### config.mk
export PLATFORM = sky130hd
export DESIGN_NAME = bist_pattern_engine
export DESIGN_NICKNAME = d
export VERILOG_FILES = /design/src/rtl/bist_pkg.sv /design/src/rtl/bist_misr.sv /design/src/rtl/bist_pattern_engine.sv
export SDC_FILE = /design/constraint.sdc
export NUM_CORES = 1
export LEC_CHECK = 0
export ABC_CLOCK_PERIOD_IN_PS = 4600
export BUFFER_PORTS_ARGS = -buffer_cell sky130_fd_sc_hd__buf_2
export CORE_UTILIZATION = 50
export CTS_CLUSTER_SIZE = 40
export DETAILED_ROUTE_END_ITERATION = 10
export PLACE_DENSITY = 0.74
export REMOVE_ABC_BUFFERS = 1
export SLEW_MARGIN = 15
export SYNTH_ARGS = -nofsm -noshare
export SYNTH_HDL_FRONTEND = slang
export SYNTH_HIERARCHICAL = 1
export SYNTH_SLANG_ARGS = --single-unit
export TNS_END_PERCENT = 5
### constraint.sdc
create_clock -name CK -period 4.6 [get_ports CK]
set_input_delay 1.38 -clock CK [delete_from_list [all_inputs] [get_ports CK]]
set_output_delay 1.38 -clock CK [all_outputs]
set_load 0.005 [all_outputs]
### src/rtl/bist_pkg.sv
// rtl/bist_pkg.sv - shared types, default polynomials and LFSR/MISR step functions for the BIST engine
// Purpose : FSM state enum, default polynomial/seed constants, and width-generic
//           step functions (operands carried in 64-bit containers, width <= 64).
// Ports   : none (package).
package bist_pkg;

    typedef enum logic [2:0] {
        ST_IDLE,
        ST_SEED,
        ST_SHIFT,
        ST_CAPTURE,
        ST_UNLOAD,
        ST_COMPARE,
        ST_DONE
    } bist_state_t;

    localparam logic [31:0] DEF_LFSR_POLY = 32'h8020_0003;
    localparam logic [31:0] DEF_LFSR_SEED = 32'h0000_0001;
    localparam logic [23:0] DEF_MISR_POLY = 24'h80_000D;

    // Fibonacci step, shifting towards bit 0: bit 0 is the serial output and
    // the parity of the tapped bits enters at bit width-1. Bits of state above
    // width must be zero; the caller truncates the result back to width.
    function automatic logic [63:0] lfsr_next(input logic [63:0] state,
                                              input logic [63:0] poly,
                                              input int unsigned width);
        logic fb;
        fb = ^(state & poly);
        return (state >> 1) | ({63'd0, fb} << (width - 1));
    endfunction

    // next = {m[width-2:0],0} ^ (m[width-1] ? poly : 0) ^ din; the caller
    // truncates the result back to width.
    function automatic logic [63:0] misr_next(input logic [63:0] m,
                                              input logic [63:0] poly,
                                              input logic [63:0] din,
                                              input int unsigned width);
        logic top;
        top = m[width - 1];
        return (m << 1) ^ (top ? poly : 64'd0) ^ din;
    endfunction

endpackage

### src/rtl/bist_misr.sv
// rtl/bist_misr.sv - W-bit multiple-input signature register with clear and enable
// Purpose : compacts one W-bit word per enabled cycle into the signature.
// Ports   : clk, rst (sync, active high), clear (zero signature, beats enable),
//           enable (absorb data this cycle), data [W], sig [W] current signature.
module bist_misr
    import bist_pkg::*;
#(
    parameter int             W    = 24,
    parameter logic [W-1:0]   POLY = W'(DEF_MISR_POLY)
) (
    input  logic         clk,
    input  logic         rst,
    input  logic         clear,
    input  logic         enable,
    input  logic [W-1:0] data,
    output logic [W-1:0] sig
);

    always_ff @(posedge clk) begin
        if (rst || clear) begin
            sig <= '0;
        end else if (enable) begin
            sig <= W'(misr_next(64'(sig), 64'(POLY), 64'(data), W));
        end
    end

endmodule

### src/rtl/bist_pattern_engine.sv
// rtl/bist_pattern_engine.sv - logic-BIST driver: LFSR scan patterns, capture, MISR compaction, golden compare
// Purpose : runs NUM_PATTERNS shift/capture rounds on a full-scan CUT, unloads the
//           chain into the MISR and compares the signature against GOLDEN_SIG.
// Ports   : CK clock; RST sync active-high reset; start one-cycle run request;
//           busy run in progress; done run finished (held); pass signature==golden;
//           signature [PO_W] MISR; cut_pi [PI_W] registered CUT inputs;
//           cut_po [PO_W] CUT outputs; scan_en 1=shift 0=capture; scan_in/scan_out chain.
// Option  : BIST_DIAG_EN adds diag_pat (current pattern count) and diag_sig
//           (MISR snapshot taken at the end of each capture cycle).
module bist_pattern_engine
    import bist_pkg::*;
#(
    parameter int                 PI_W         = 35,
    parameter int                 PO_W         = 24,
    parameter int                 SCAN_LEN     = 19,
    parameter int                 NUM_PATTERNS = 256,
    parameter int                 LFSR_W       = 32,
    parameter logic [LFSR_W-1:0]  LFSR_POLY    = 32'h8020_0003,
    parameter logic [LFSR_W-1:0]  LFSR_SEED    = 32'h0000_0001,
    parameter logic [PO_W-1:0]    MISR_POLY    = 24'h80_000D,
    parameter logic [PO_W-1:0]    GOLDEN_SIG   = 24'h0
) (
    input  logic              CK,
    input  logic              RST,
    input  logic              start,
    output logic              busy,
    output logic              done,
    output logic              pass,
    output logic [PO_W-1:0]   signature,
    output logic [PI_W-1:0]   cut_pi,
    input  logic [PO_W-1:0]   cut_po,
    output logic              scan_en,
    output logic              scan_in,
    input  logic              scan_out
`ifdef BIST_DIAG_EN
    ,
    output logic [$clog2(NUM_PATTERNS+1)-1:0] diag_pat,
    output logic [PO_W-1:0]                   diag_sig
`endif
);

    localparam int SC_W = $clog2(SCAN_LEN + 1);
    localparam int PC_W = $clog2(NUM_PATTERNS + 1);

    if (NUM_PATTERNS < 1) begin : g_bad_num_patterns
        $error("bist_pattern_engine: NUM_PATTERNS must be >= 1");
    end
    if (SCAN_LEN < 1) begin : g_bad_scan_len
        $error("bist_pattern_engine: SCAN_LEN must be >= 1");
    end
    if (LFSR_W > 64 || PO_W > 64) begin : g_bad_width
        $error("bist_pattern_engine: LFSR_W and PO_W must be <= 64");
    end

    bist_state_t        state;
    bist_state_t        state_nxt;
    logic [LFSR_W-1:0]  lfsr;
    logic [SC_W-1:0]    shift_cnt;
    logic [PC_W-1:0]    pat_cnt;
    logic [PI_W-1:0]    pi_rep;
    logic               last_shift;
    logic               last_pat;
    logic               accept;
    logic               misr_en;
    logic [PO_W-1:0]    misr_data;

    assign last_shift = (shift_cnt == SC_W'(SCAN_LEN - 1));
    assign last_pat   = (pat_cnt == PC_W'(NUM_PATTERNS - 1));
    // start is honoured only when no run is active
    assign accept     = start && (state == ST_IDLE || state == ST_DONE);

    assign busy    = (state != ST_IDLE) && (state != ST_DONE);
    assign done    = (state == ST_DONE);
    assign scan_en = (state != ST_CAPTURE);
    assign scan_in = (state == ST_SHIFT) && lfsr[0];

    // LFSR replicated cyclically across the PI bus
    always_comb begin
        pi_rep = '0;
        for (int i = 0; i < PI_W; i++) begin
            pi_rep[i] = lfsr[i % LFSR_W];
        end
    end

    always_comb begin
        state_nxt = state;
        misr_en   = 1'b0;
        misr_data = '0;
        case (state)
            ST_IDLE, ST_DONE: begin
                if (start) state_nxt = ST_SEED;
            end
            ST_SEED: state_nxt = ST_SHIFT;
            ST_SHIFT: begin
                // chain content is undefined until the first capture has happened
                misr_en   = (pat_cnt != '0);
                misr_data = {{(PO_W-1){1'b0}}, scan_out};
                if (last_shift) state_nxt = ST_CAPTURE;
            end
            ST_CAPTURE: begin
                misr_en   = 1'b1;
                misr_data = cut_po;
                state_nxt = last_pat ? ST_UNLOAD : ST_SHIFT;
            end
            ST_UNLOAD: begin
                misr_en   = 1'b1;
                misr_data = {{(PO_W-1){1'b0}}, scan_out};
                if (last_shift) state_nxt = ST_COMPARE;
            end
            ST_COMPARE: state_nxt = ST_DONE;
            default:    state_nxt = ST_IDLE;
        endcase
    end

    always_ff @(posedge CK) begin
        if (RST) begin
            state     <= ST_IDLE;
            lfsr      <= LFSR_SEED;
            shift_cnt <= '0;
            pat_cnt   <= '0;
            cut_pi    <= '0;
            pass      <= 1'b0;
        end else begin
            state <= state_nxt;
            case (state)
                ST_IDLE, ST_DONE: begin
                    // run setup happens on the accepting edge so the SEED
                    // cycle already shows the fresh state
                    if (start) begin
                        lfsr      <= LFSR_SEED;
                        shift_cnt <= '0;
                        pat_cnt   <= '0;
                        pass      <= 1'b0;
                    end
                end
                ST_SHIFT: begin
                    lfsr      <= LFSR_W'(lfsr_next(64'(lfsr), 64'(LFSR_POLY), LFSR_W));
                    shift_cnt <= last_shift ? '0 : shift_cnt + 1'b1;
                    if (last_shift) cut_pi <= pi_rep;
                end
                ST_CAPTURE: pat_cnt <= pat_cnt + 1'b1;
                ST_UNLOAD:  shift_cnt <= last_shift ? '0 : shift_cnt + 1'b1;
                ST_COMPARE: pass <= (signature == GOLDEN_SIG);
                default: ;
            endcase
        end
    end

    bist_misr #(
        .W    (PO_W),
        .POLY (MISR_POLY)
    ) u_misr (
        .clk    (CK),
        .rst    (RST),
        .clear  (accept),
        .enable (misr_en),
        .data   (misr_data),
        .sig    (signature)
    );

`ifdef BIST_DIAG_EN
    assign diag_pat = pat_cnt;

    // snapshot of the MISR value produced by the capture cycle
    always_ff @(posedge CK) begin
        if (RST) begin
            diag_sig <= '0;
        end else if (state == ST_CAPTURE) begin
            diag_sig <= PO_W'(misr_next(64'(signature), 64'(MISR_POLY), 64'(cut_po), PO_W));
        end
    end
`endif

endmodule

Word level (Yosys, flattened, before mapping)
Index checks and enable logic that the tools add are counted.
{"block": "word_totals", "elab_cells": 65, "reg_bits": 109}
{"block": "op_classes", "n_reduce_logical": 23, "n_eq_ne": 13, "bitwise": 3, "n_addsub": 2, "n_mux": 17}
{"op": "$pmux W32 S2", "count": 1}
{"op": "$reduce_xor A64 Y1", "count": 1}
{"op": "$pmux W24 S2", "count": 1}
{"op": "$xor A24 B24 Y24", "count": 2}
{"op": "$mux W32", "count": 1}
{"op": "$or A31 B32 Y32", "count": 1}
{"op": "$logic_not A24 Y1", "count": 1}
{"op": "$mux W24", "count": 1}
{"op": "$pmux W3 S6", "count": 1}
{"op": "$pmux W9 S2", "count": 1}
{"op": "$mux W3", "count": 4}
{"op": "$mux W5", "count": 2}
{"op": "$pmux W5 S2", "count": 1}
{"op": "$reduce_and A2 Y1", "count": 5}
{"op": "$add A9 B1 Y9 const B", "count": 1}
{"op": "$eq A3 B3 Y1 const B", "count": 3}
{"op": "$eq A9 B8 Y1 const B", "count": 1}
{"op": "$mux W9", "count": 1}
{"op": "$reduce_bool A9 Y1", "count": 1}
{"op": "$reduce_bool A2 Y1", "count": 4}
{"op": "$eq A3 B2 Y1 const B", "count": 2}
{"op": "$ne A2 B2 Y1 const B", "count": 3}
{"op": "$reduce_or A2 Y1", "count": 3}
{"op": "$add A5 B1 Y5 const B", "count": 1}
{"op": "11 further kinds", "count": 15}

Logic depth before layout (Yosys ltp)
{"block": "depth", "depth_word": 4, "depth_mapped": 9}

Modules after synthesis
The synthesis kept the hierarchy.
{"module": "bist_pattern_engine", "area_per_inst_um2": 3666.0, "cells_each": 463, "n_inst": 1}
{"module": "bist_misr", "area_per_inst_um2": 1068.5, "cells_each": 107, "n_inst": 1}

Least setup slack after synthesis
No wires, ideal clock.
{"block": "synth_timing", "kind": "reg2out", "from": "register state[2]", "to": "output port scan_in", "path_stages_with_launch": 5, "slack_ps": 2013, "n_path_buf": 2, "required_ps": 3220, "arrival_ps": 1207, "cell_sequence": "dfxtp_1 buf_4 nor3b_4 clkbuf_1 and2_1"}
{"block": "synth_between", "elab_chain_cells": 2}
{"element": "from (decl)", "line_no": "bist_pattern_engine.sv:55", "text": "bist_state_t state;"}
{"element": "from (signal assigned)", "line_no": "bist_pattern_engine.sv:124", "text": "state <= state_nxt;"}
{"element": "$eq A3 B2 Y1", "line_no": "bist_pattern_engine.sv:75", "text": "assign scan_in = (state == ST_SHIFT) && lfsr[0];"}
{"element": "$logic_and A1 B1 Y1", "line_no": "bist_pattern_engine.sv:75"}
{"element": "to (decl)", "line_no": "bist_pattern_engine.sv:33", "text": "output logic scan_in,"}
No other way between the ends.

Final worst setup path
{"block": "layout_timing", "from": "register state[0]", "to": "output port scan_en"}
{"block": "layout_between", "elab_chain_cells": 1}
{"element": "$ne A3 B2 Y1", "line_no": "bist_pattern_engine.sv:74", "text": "assign scan_en = (state != ST_CAPTURE);"}
{"element": "to (decl)", "line_no": "bist_pattern_engine.sv:32", "text": "output logic scan_en,"}
No other way between the ends.

==> results.yml <==
floorplan:
  dieArea_sq_um: 9862
  io_pins: 92
  die-height_um: 99.31
  core_region_area_sq_um: 9196
  row_count: 35
  initial_core_util_pct: 51.48
  fp.dieW_um: 99.31
setup_path:
  worst-path-stages: 5
  crit_slowest_cell: "dfxtp_1"
  cp_data_arrival_time_ns: 2.03
  cp.required_ns: 3.22
  path_cells: "buf_4 -> and3b_1 -> buf_4 -> inv_2 -> buf_2"
  r2r_cells: 5
  cp_common_cell: "buf_4"
  worstSetupStartpointType: "register"
  critPathCaptureType: "output port"
  crit_fanout: 38
  path_buf_inv: 4
  cp_slowest_stage_delay_ns: 0.49
  cp_top_family: "buffers and inverters"
  path_class: "register to output port"
clocking:
  htreeDepth: 3
  clock_path_buffers: 2
  clkLatencyLatePin_ns: 0.37
  cts-root-buf: "clkbuf_8"
  post-cts-setup-buffers: 0
  hold_buffers: 0
  clock_sinks: 106
  numCtsBuffers: 9
  ctsResizeCount: 0
  clk_pin_slew_ns: 0.11
  cts_tree: "built"
pwr:
  irDropWorstVdd_v: 0.0001896
  p_leak_nw: 2.044
  power.density_nw_per_um2: 343.1
placed_design:
  place_congestion: 0.8349
  dp_slack_ns: 1.598
  hpwl_um: 6474
  placed_area_sq_um: 5126
  io_buffers: 91
detailed_routing:
  drc: 0
  dr.pass1.iters: 6
  drtIter0Drc: 180
  wire_per_inst_um: 12.89
  via_count: 4037
  finalWirelength_um: 9632
  drtAntennaViolNets: 0
  vias_per_cell: 5.404
yosys:
  ys_types: 48
  ys_ff_latch: 106
  synth_edf_count: 0
  synth_ff_type: "dfxtp_1"
  yosys.area_share.simple_pct: 20.64
  synth_cells: 570
  synth_xor_area_share_pct: 7.320
  synth_compound_area_share_pct: 18.68
  ys_warn_count: 6
  yosys.area_share.adder_pct: 1.586
  muxShareOfSynthArea_pct: 0.6342
  syn_avg_cell_area_sq_um: 8.306
  synthesis.area_sq_um: 4735
  synth.yosys.seq_area_share_pct: 44.82
  synthArstFlopShare_pct: 0
  synth_top_family_by_area: "simple AND/OR/NAND/NOR gates"
sta:
  setup_ws_ns: 1.189
  fin_tns_setup_ns: 0
  finalMaxSlewViolations: 0
  layout_min_cycle_time_ns: 3.411
  rsz0062_at_grt: "no"
  period_share_pct: 74.16
  finClkSkew_ns: 0.01603
  fmax_ghz: 0.2931
  hold_viol_final: 0
  relSlewSlack_pct: 27.42
  setup_violations: 0
  tightestPinTransition_ns: 1.089
grt:
  grt_use_total_pct: 20.29
  grt_pass1_vias: 3850
  grt_max_degree: 63
  grt_pass1_wl_um: 16540
  grt_overflow: 0
  antenna_found_initial: 0
finish:
  antenna_cells: 0
  mostFrequentLayoutCell: "dfxtp_1"
  mostFrequentLayoutCells: "106 x dfxtp_1, 102 x nand2_1, 91 x buf_2, 72 x a21oi_1, 39 x nor2_1"
  nNetsFinal: 665
  area_delta_synth_final_pct: 12.58
  fin_area_sq_um: 5330
  drive_above_1_share_pct: 19.18
worst_hold_path:
  min_path_cells: 2
  min_path_type: "register to register"
status:
  status: "completed"
job:
  max-cap-violations: 0
[flip-flops by register name (all words and copies together), names as in the netlist]
signal / flops
u_misr/sig: 24
pat_cnt: 9
cut_pi: 32
lfsr: 32
pass: 1
shift_cnt: 5
state: 3
[worst reg2reg max path, cell delays in order (launching register included)]
cell,delay (ns)
dfxtp_1,0.69
nor3b_4,0.27
buf_4,0.36
and2_1,0.91
nand2_1,0.19
a21oi_1,0.18
[kinds of logic after synthesis]
| kind of cell | count (synthesis) |
|---|---|
| AND/OR/NAND/NOR | 211 |
| AO/OA/AOI/OAI | 151 |
| flip-flops | 106 |
| buffers and inverters | 59 |
| XOR/XNOR | 34 |
| adder cells (fa/ha/maj) | 6 |
| multiplexers | 3 |
[where the power goes]
part	switching, mW	internal [mW]	leakage [nW]
Combinational	0.166	0.118	1.09
Clock	0.339	0.213	0.0966
Sequential	0.0466	0.947	0.856
[final cells by class]
cell class | count | area, sq um
multi-input cells | 405 | 2327
well taps | 111 | 138.9
flip-flops and latches | 106 | 2122
fillers | 863 | 3866
clock inverters | 7 | 72.57
repair buffers | 97 | 500.5
inverters | 12 | 45.04
clock buffers | 9 | 123.9
[synth_stat cells (2+ instances only)]
master	number	area [sq um]
clkbuf_1	27	101.4
nand4_1	3	18.77
nand2b_1	3	18.77
a311oi_1	2	17.52
o21bai_1	3	22.52
nor4_1	9	56.30
xnor2_1	28	245.2
o21ai_1	5	25.02
buf_2	8	40.04
and2_1	25	156.4
a21oi_1	72	360.4
dfxtp_1	106	2122
xor2_1	3	26.28
nor3_1	9	45.04
inv_1	11	41.29
buf_4	6	45.04
a2111oi_0	2	17.52
nor2_1	39	146.4
o21ai_0	31	155.2
ha_1	6	75.07
and3_1	6	37.54
nand3_1	7	35.03
a31o_2	2	17.52
mux2i_1	3	30.03
buf_6	6	67.56
nand2_1	102	382.9
a211oi_1	24	180.2
xor3_1	2	47.55
[metrics by stage]
stage               utilization, %  hold slack, ns  total power [mW]  std cells
floorplan                        -          0.4356             1.190        523
global placement             55.74          0.4408             1.285        731
detailed placement           55.74          0.4439             1.295        731
CTS                          57.88          0.4603             1.842        747
global route                 57.96          0.4844             1.923        747
finish                       57.96          0.4586             1.829        747
[final timing paths]
kind,start,to,slack (ns)
setup / recovery,state[0]$_SDFFE_PP0P_,scan_en,1.19
hold / removal,cut_pi[8]$_SDFFE_PP0P_,cut_pi[8]$_SDFFE_PP0P_,0.46
setup reg to reg,state[1]$_SDFFE_PP0P_,cut_pi[28]$_SDFFE_PP0P_,1.94
hold reg to reg,cut_pi[8]$_SDFFE_PP0P_,cut_pi[8]$_SDFFE_PP0P_,0.46
[routing by layer]
layer / vias to the layer above / global-route usage [%] / part of all wire (%)
li1: 2053 / - / -
met1: 1862 / 24.48 / 47
met2: 111 / 36.16 / 47
met3: 11 / 3.935 / 4.5
met4: 0 / 6.787 / 1.2
met5: - / 0 / 0
Power figures use the tool's default switching activity.
